<file path="src/rtl/stream_demux_1xn.sv">
// ---------------------------------------------------------------------------
// stream_demux_1xn
//
// Registered 1-to-N stream demultiplexer. Each accepted input word is routed to
// the channel named by sel, or to every channel when bcast is set. Each output
// channel owns a one-entry register (data + valid). A word whose sel names no
// existing channel is accepted and discarded, and the discard is reported on
// drop_pulse and counted in a saturating drop_cnt.
//
// Handshake: a transfer happens on a rising clk edge where valid and ready are
// both 1. A producer holding valid=1 keeps its payload stable until ready=1.
// in_ready may be used combinationally by the producer. out_valid/dout come
// straight from registers, and they stay stable while out_ready is low.
//
// Ports
//   clk         rising-edge clock
//   rst_n       synchronous reset, active low
//   in_valid    input word valid
//   in_ready    input word accepted this cycle (combinational)
//   din         input data word
//   sel         destination channel, sampled with din
//   bcast       1 = load every channel, sel ignored
//   dout        channel i data at [i*DATA_W +: DATA_W]
//   out_valid   per-channel data valid (this is also the per-channel full bit)
//   out_ready   per-channel consumer ready
//   drop_pulse  one-cycle pulse after an out-of-range word was discarded
//   drop_cnt    saturating count of discarded words
// ---------------------------------------------------------------------------
module stream_demux_1xn #(
    parameter int DATA_W = 4,
    parameter int NUM_CH = 4,
    parameter int SEL_W  = 2,
    parameter int CNT_W  = 8
) (
    input  logic                     clk,
    input  logic                     rst_n,
    input  logic                     in_valid,
    output logic                     in_ready,
    input  logic [DATA_W-1:0]        din,
    input  logic [SEL_W-1:0]         sel,
    input  logic                     bcast,
    output logic [NUM_CH*DATA_W-1:0] dout,
    output logic [NUM_CH-1:0]        out_valid,
    input  logic [NUM_CH-1:0]        out_ready,
    output logic                     drop_pulse,
    output logic [CNT_W-1:0]         drop_cnt
);

    localparam logic [CNT_W-1:0] CNT_MAX = '1;

    logic [NUM_CH-1:0] free;     // slot empty, or draining this cycle
    logic [NUM_CH-1:0] sel_hit;  // one-hot decode of sel over existing channels
    logic [NUM_CH-1:0] load;     // channels that capture din on the next edge
    logic              sel_ok;   // sel names an existing channel
    logic              accept;
    logic              drop;

    always_comb begin
        free    = ~out_valid | out_ready;
        sel_hit = '0;
        for (int i = 0; i < NUM_CH; i++) begin
            sel_hit[i] = (32'(sel) == i);
        end
        sel_ok = |sel_hit;

        // A unicast only waits on its own channel. An out-of-range word has
        // nowhere to wait, so it is always sunk.
        if (bcast) begin
            in_ready = &free;
        end else if (sel_ok) begin
            in_ready = |(sel_hit & free);
        end else begin
            in_ready = 1'b1;
        end

        accept = in_valid & in_ready;
        load   = {NUM_CH{accept}} & (bcast ? {NUM_CH{1'b1}} : sel_hit);
        drop   = accept & ~bcast & ~sel_ok;
    end

    always_ff @(posedge clk) begin
        if (!rst_n) begin
            out_valid  <= '0;
            dout       <= '0;
            drop_pulse <= 1'b0;
            drop_cnt   <= '0;
        end else begin
            for (int i = 0; i < NUM_CH; i++) begin
                // A load in the same cycle as a drain takes priority, so the
                // channel refills without a bubble.
                if (load[i]) begin
                    dout[i*DATA_W +: DATA_W] <= din;
                    out_valid[i]             <= 1'b1;
                end else if (out_ready[i]) begin
                    out_valid[i] <= 1'b0;
                end
            end
            drop_pulse <= drop;
            if (drop && (drop_cnt != CNT_MAX)) begin
                drop_cnt <= drop_cnt + CNT_W'(1);
            end
        end
    end

endmodule

</file>
<file path="config.mk">
export PLATFORM = sky130hd
export DESIGN_NAME = stream_demux_1xn
export DESIGN_NICKNAME = d
export VERILOG_FILES = /design/src/rtl/stream_demux_1xn.sv
export SDC_FILE = /design/constraint.sdc
export NUM_CORES = 1
export LEC_CHECK = 0
export ABC_AREA = 1
export CAP_MARGIN = 20
export CORE_MARGIN = 2
export CORE_UTILIZATION = 47
export DETAILED_ROUTE_END_ITERATION = 8
export PLACE_DENSITY_LB_ADDON = 0.1
export SETUP_SLACK_MARGIN = 0.4
export SLEW_MARGIN = 20
export SYNTH_ARGS = -nofsm -noshare
export SYNTH_HDL_FRONTEND = slang
export SYNTH_SLANG_ARGS = --single-unit
</file>
<file path="constraint.sdc">
create_clock -name clk -period 2.5 [get_ports clk]
set_input_delay 0.5 -clock clk [delete_from_list [all_inputs] [get_ports clk]]
set_output_delay 0.5 -clock clk [all_outputs]
set_load 0.02 [all_outputs]
</file>
### Word level (Yosys, flattened, before mapping)

Cells that the tools add are included.

* reductions and logical operators: 9
* muxes and demuxes: 11
* add/subtract/negate cells: 1
* bitwise logic cells: 9
* equal/unequal tests: 4

Operator list (number)
* $mux W1: 10
* $add A8 B1 Y8 const B: 1
* $and A4 B4 Y4: 2
* $ne A8 B8 Y1 const B: 1
* $reduce_bool A2 Y1: 4
* $reduce_or A4 Y1: 2
* $eq A2 B2 Y1 const B: 2
* $mux W4: 1
* $not A4 Y4: 1
* $or A4 B4 Y4: 1
* $reduce_and A4 Y1: 1
* $and A1 B1 Y1: 3
* $eq A2 B1 Y1 const B: 1
* $logic_not A2 Y1: 1
* $not A1 Y1: 2
* $logic_and A1 B1 Y1: 1

* register bits: 29
* output and inout port bits: 30
* word-level logic and storage cells: 44
* input bits: 14

### Longest topological paths before layout

* depth after elaboration: 10
* depth in mapped cells: 11
* depth with buffers taken out: 10

### Worst setup path after synthesis

No wires, ideal clock.

* kind: input to output
* from: input out_ready[2]
* to: output in_ready
* data required time: 2.000 ns
* buffers on the path: 1
* slack: 0.865 ns
* cell stages on the path: 7
* arrival time: 1.135 ns
* cells stage by stage: inv_1 nand2_1 nand2_1 o21ai_1 nand2_1 nand2_1 buf_2

* word-level cells in the longest chain between the ends: 5
* elaborated cells between the ends (all ways): 6
* those cells by class: mux: 2; bitwise: 2; reduce/logical: 2

RTL lines
* from (decl): RTL line 44 `input logic [NUM_CH-1:0] out_ready,`
* $or A4 B4 Y4 *: RTL line 59 `free = ~out_valid | out_ready;`
* $and A4 B4 Y4: RTL line 71 `in_ready = |(sel_hit & free);`
* $reduce_or A4 Y1: RTL line 71
* $mux W1: RTL line 70 `end else if (sel_ok) begin`
* $mux W1 *: RTL line 68 `if (bcast) begin`
* to (decl): RTL line 38 `output logic in_ready,`

Mark *: on every way between the ends. The rest lies on a longest branch, timed or not.

### Worst setup path after layout

* from: input out_ready[0]
* to: output in_ready

The elaborated chain is that of the path after synthesis.

==> metrics <==
setup violators final 0; post-layout minimum cycle time 2.05 ns; Hold Fails Final Rpt 0; maximum number of pins on one net before global-route repair 21; clock-pin slew reported for the worst setup and hold paths after clock tree synthesis 0.09 ns; DP Worst Slack -0.0653 ns; worst-case headroom to the max-slew limit 54.2%; commonest non-fill, non-tap cell in the layout sky130_fd_sc_hd__inv_1; maximum buffer depth of the clock tree 2; synthesized flop and latch total 29; Setup TNS Final 0 ns; final design area excluding fillers 1850 um^2; cts bufs inserted 5; cell family contributing the most delay on the critical path buffers and inverters; detailed-route vias per instance 4.73; estimated wirelength of the detail-placed design 2100 um; WHS Endpoint drop_cnt[2]; Cell variety after synth 16; area of placed instances 1760 um^2; Post-Synthesis Net Count 203; area growth from synthesis to layout 46.1%; commonest cells after routing, fill and taps aside sky130_fd_sc_hd__inv_1 (50), sky130_fd_sc_hd__nand2_1 (47), sky130_fd_sc_hd__clkdlybuf4s50_1 (40); CTS hold repair buffers 0; crit path max-delay cell type sky130_fd_sc_hd__clkdlybuf4s50_1; simple-gate share of the synthesized area 32.1%; sequential fraction of design power 43.3%; via count of the first global-routing pass 1152; number of post-CTS setup repair buffers 0; Pint 0.836 mW; dominant cell type by count on the critical path sky130_fd_sc_hd__nand2_1; count of routing violations after the opening detailed-route iteration 36; clock latency at the later pin of the worst-skew pair 0.34 ns; Crit Reg-Reg Startpoint out_valid[2]; leakage dissipation 0.957 nW; path type of the worst setup path in -> out; Net count, final 254; Synth area leader sky130_fd_sc_hd__dfxtp_1; final setup margin 0.448 ns; Die X-Extent 55.9 um; first-pass GRT wire length 4690 um; series of cell instances along the critical path clkdlybuf4s50_1 > inv_1 > nand2_1 > nand2_1 > o21ai_1 > nand2_1 > nand2_2 > buf_4; critical-path maximum fanout 3; number of nets with antenna violations after routing 0; top area cells in the synthesized netlist sky130_fd_sc_hd__dfxtp_1 (46%), sky130_fd_sc_hd__inv_1 (15%), sky130_fd_sc_hd__nand2_1 (15%); initial core utilization 50.2%; unrepaired setup endpoints after global routing false; count of input and output buffers 43; fraction of layout cells with a size suffix above 1 10.4%; fraction of power consumed by combinational cells 21.3%; complex-gate fraction of the synthesized area 3.56%; period utilization 82.1%; clock root buffer sky130_fd_sc_hd__clkbuf_4; startpoint of the lowest-slack hold path drop_cnt[2]; average instance area after synthesis 6.70 um^2; startpoint type of the worst setup path primary input; Cell Rows 18; power per unit of standard cell area 627 nW/um^2; data arrival time of the critical path 1.55 ns; worst-case register-to-register setup slack 1.02 ns; area of the die 3130 um^2; via total after detailed routing 1281; deepest level of the CTS H-tree 2; clock sink count 29; count of fill cells added during filler insertion 210; number of iterations in the first detailed-routing pass 4; wirelength, routed 2800 um; initial antenna violation count 0; final weighted congestion in routability-driven placement 0.810; nature of the critical path endpoint output pin; adder-cell share of the synthesized area 0%; count of antenna diodes in the layout 0; combinational family with the most area after synthesis simple AND/OR/NAND/NOR gates; placeable core area 2520 um^2; multiplexer share of the synthesized area 0%; height of the die 55.9 um; mapped cell area 1270 um^2; # Max-Cap Violations 0; count of final max-slew check failures 0; Peak VDD IR 486 uV; status finished clean; Synth Warn # 0; XOR/XNOR share of the synthesized area 0%; final setup skew 0.00503 ns; switching share of power 27.9%; Fmax 487 MHz; WHS Path Cells 2; Worst Tran Pin Value 0.684 ns; number of buffer and inverter instances along the worst setup path 3; destination of the worst register-to-register timing path dout[15]; number of top-level design ports 44; cell count after synthesis 189; net switching power of the design 0.324 mW; portion of synthesized cell area occupied by the leading cell type 45.8%; Util after Layout 73.4%; Wirelength per Cell 10.3 um; total global-route track usage 19.3%; largest stage delay on the critical path 0.46 ns; worst min-delay path class reg -> reg; share of total power in the clock network 35.4%; TritonCTS clock tree yes; sequential element share of the synthesized area 45.8%; cell depth of the worst flop-to-flop path 10; number of DRC violations after detailed routing 0; total gr overflow 0; Critical Path RT 2.00 ns
metrics by stage:
stage | instances | hold slack [ns] | power [mW]
2_1_floorplan | 189 | 0.506 | 0.656
3_3_place_gp | 263 | 0.413 | 0.755
3_5_place_dp | 263 | 0.417 | 0.761
4_1_cts | 271 | 0.431 | 1.17
5_1_grt | 271 | 0.447 | 1.21
6_report | 271 | 0.428 | 1.16
kinds of logic (layout without fill, tap and decap cells):
group,Yosys count,after routing
simple gates,91,91
compound gates,9,9
buf+inv,59,111
other cells,1,1
flops,29,29
how the worst max path moves through the flow:
stage,startpoint,endpoint,slack [ns],depth (start not counted)
6_report,out_ready[0],in_ready,0.45,8
5_1_grt,out_ready[0],in_ready,0.40,8
4_1_cts,out_ready[1],in_ready,0.41,8
3_5_place_dp,sel[1],in_ready,-0.07,7
3_3_place_gp,out_ready[1],in_ready,-0.01,8
2_1_floorplan,out_ready[2],in_ready,0.86,7
power groups by stage:
stage	registers, mW	logic (mW)	clock network, mW
finish	0.502	0.248	0.411
global route	0.505	0.274	0.434
CTS	0.502	0.247	0.421
detailed placement	0.513	0.248	0
global placement	0.511	0.243	0
floorplan	0.546	0.110	0
synthesized netlist by cell type:
cell type and instances:
sky130_fd_sc_hd__a21oi_1 4, sky130_fd_sc_hd__nand3_1 5, sky130_fd_sc_hd__buf_6 1, sky130_fd_sc_hd__buf_2 1
sky130_fd_sc_hd__nand4_1 16, sky130_fd_sc_hd__nand2_1 50, sky130_fd_sc_hd__nand3_2 3, sky130_fd_sc_hd__inv_2 2
sky130_fd_sc_hd__clkbuf_1 4, sky130_fd_sc_hd__o21ai_0 1, sky130_fd_sc_hd__buf_1 1, sky130_fd_sc_hd__inv_1 50
sky130_fd_sc_hd__o21ai_1 4, sky130_fd_sc_hd__dfxtp_1 29, sky130_fd_sc_hd__conb_1 1, sky130_fd_sc_hd__nor2_1 17
worst register-to-register path, delay by kind of cell (launching register included):
kind / cells / cell delay, ns
AOI/OAI and AO/OA: 1 / 0.12
and+or+nand+nor: 7 / 0.70
DFF: 1 / 0.33
buffers and inverters: 2 / 0.26
what timing repair did:
action	CTS	global route
gates resized for setup	7	3
pin swaps	0	0
setup endpoints to repair	1	1
cloned	0	0
endpoints found under the hold margin	0	0
flip-flops by register name, indices dropped and copies added, names as in the netlist:
signal,flops
drop_cnt,8
drop_pulse,1
out_valid,4
dout,16
routing by layer:
metal	wire length, um	global-route usage, %
met2	1340	30.8
met1	1200	21.5
met4	61	14.3
met3	196	5.81
met5	0	0
area by class of cell:
type	instances	area, um^2	share of cell area, %
Sequential cell	29	581	31.4
Timing Repair Buffer	51	485	26.2
Multi-Input combinational cell	101	463	25.0
Inverter	52	195	10.5
Clock buffer	6	51.3	2.77
Clock inverter	2	37.5	2.03
Tap cell	30	37.5	2.03
Power figures use the tool's default switching activity.
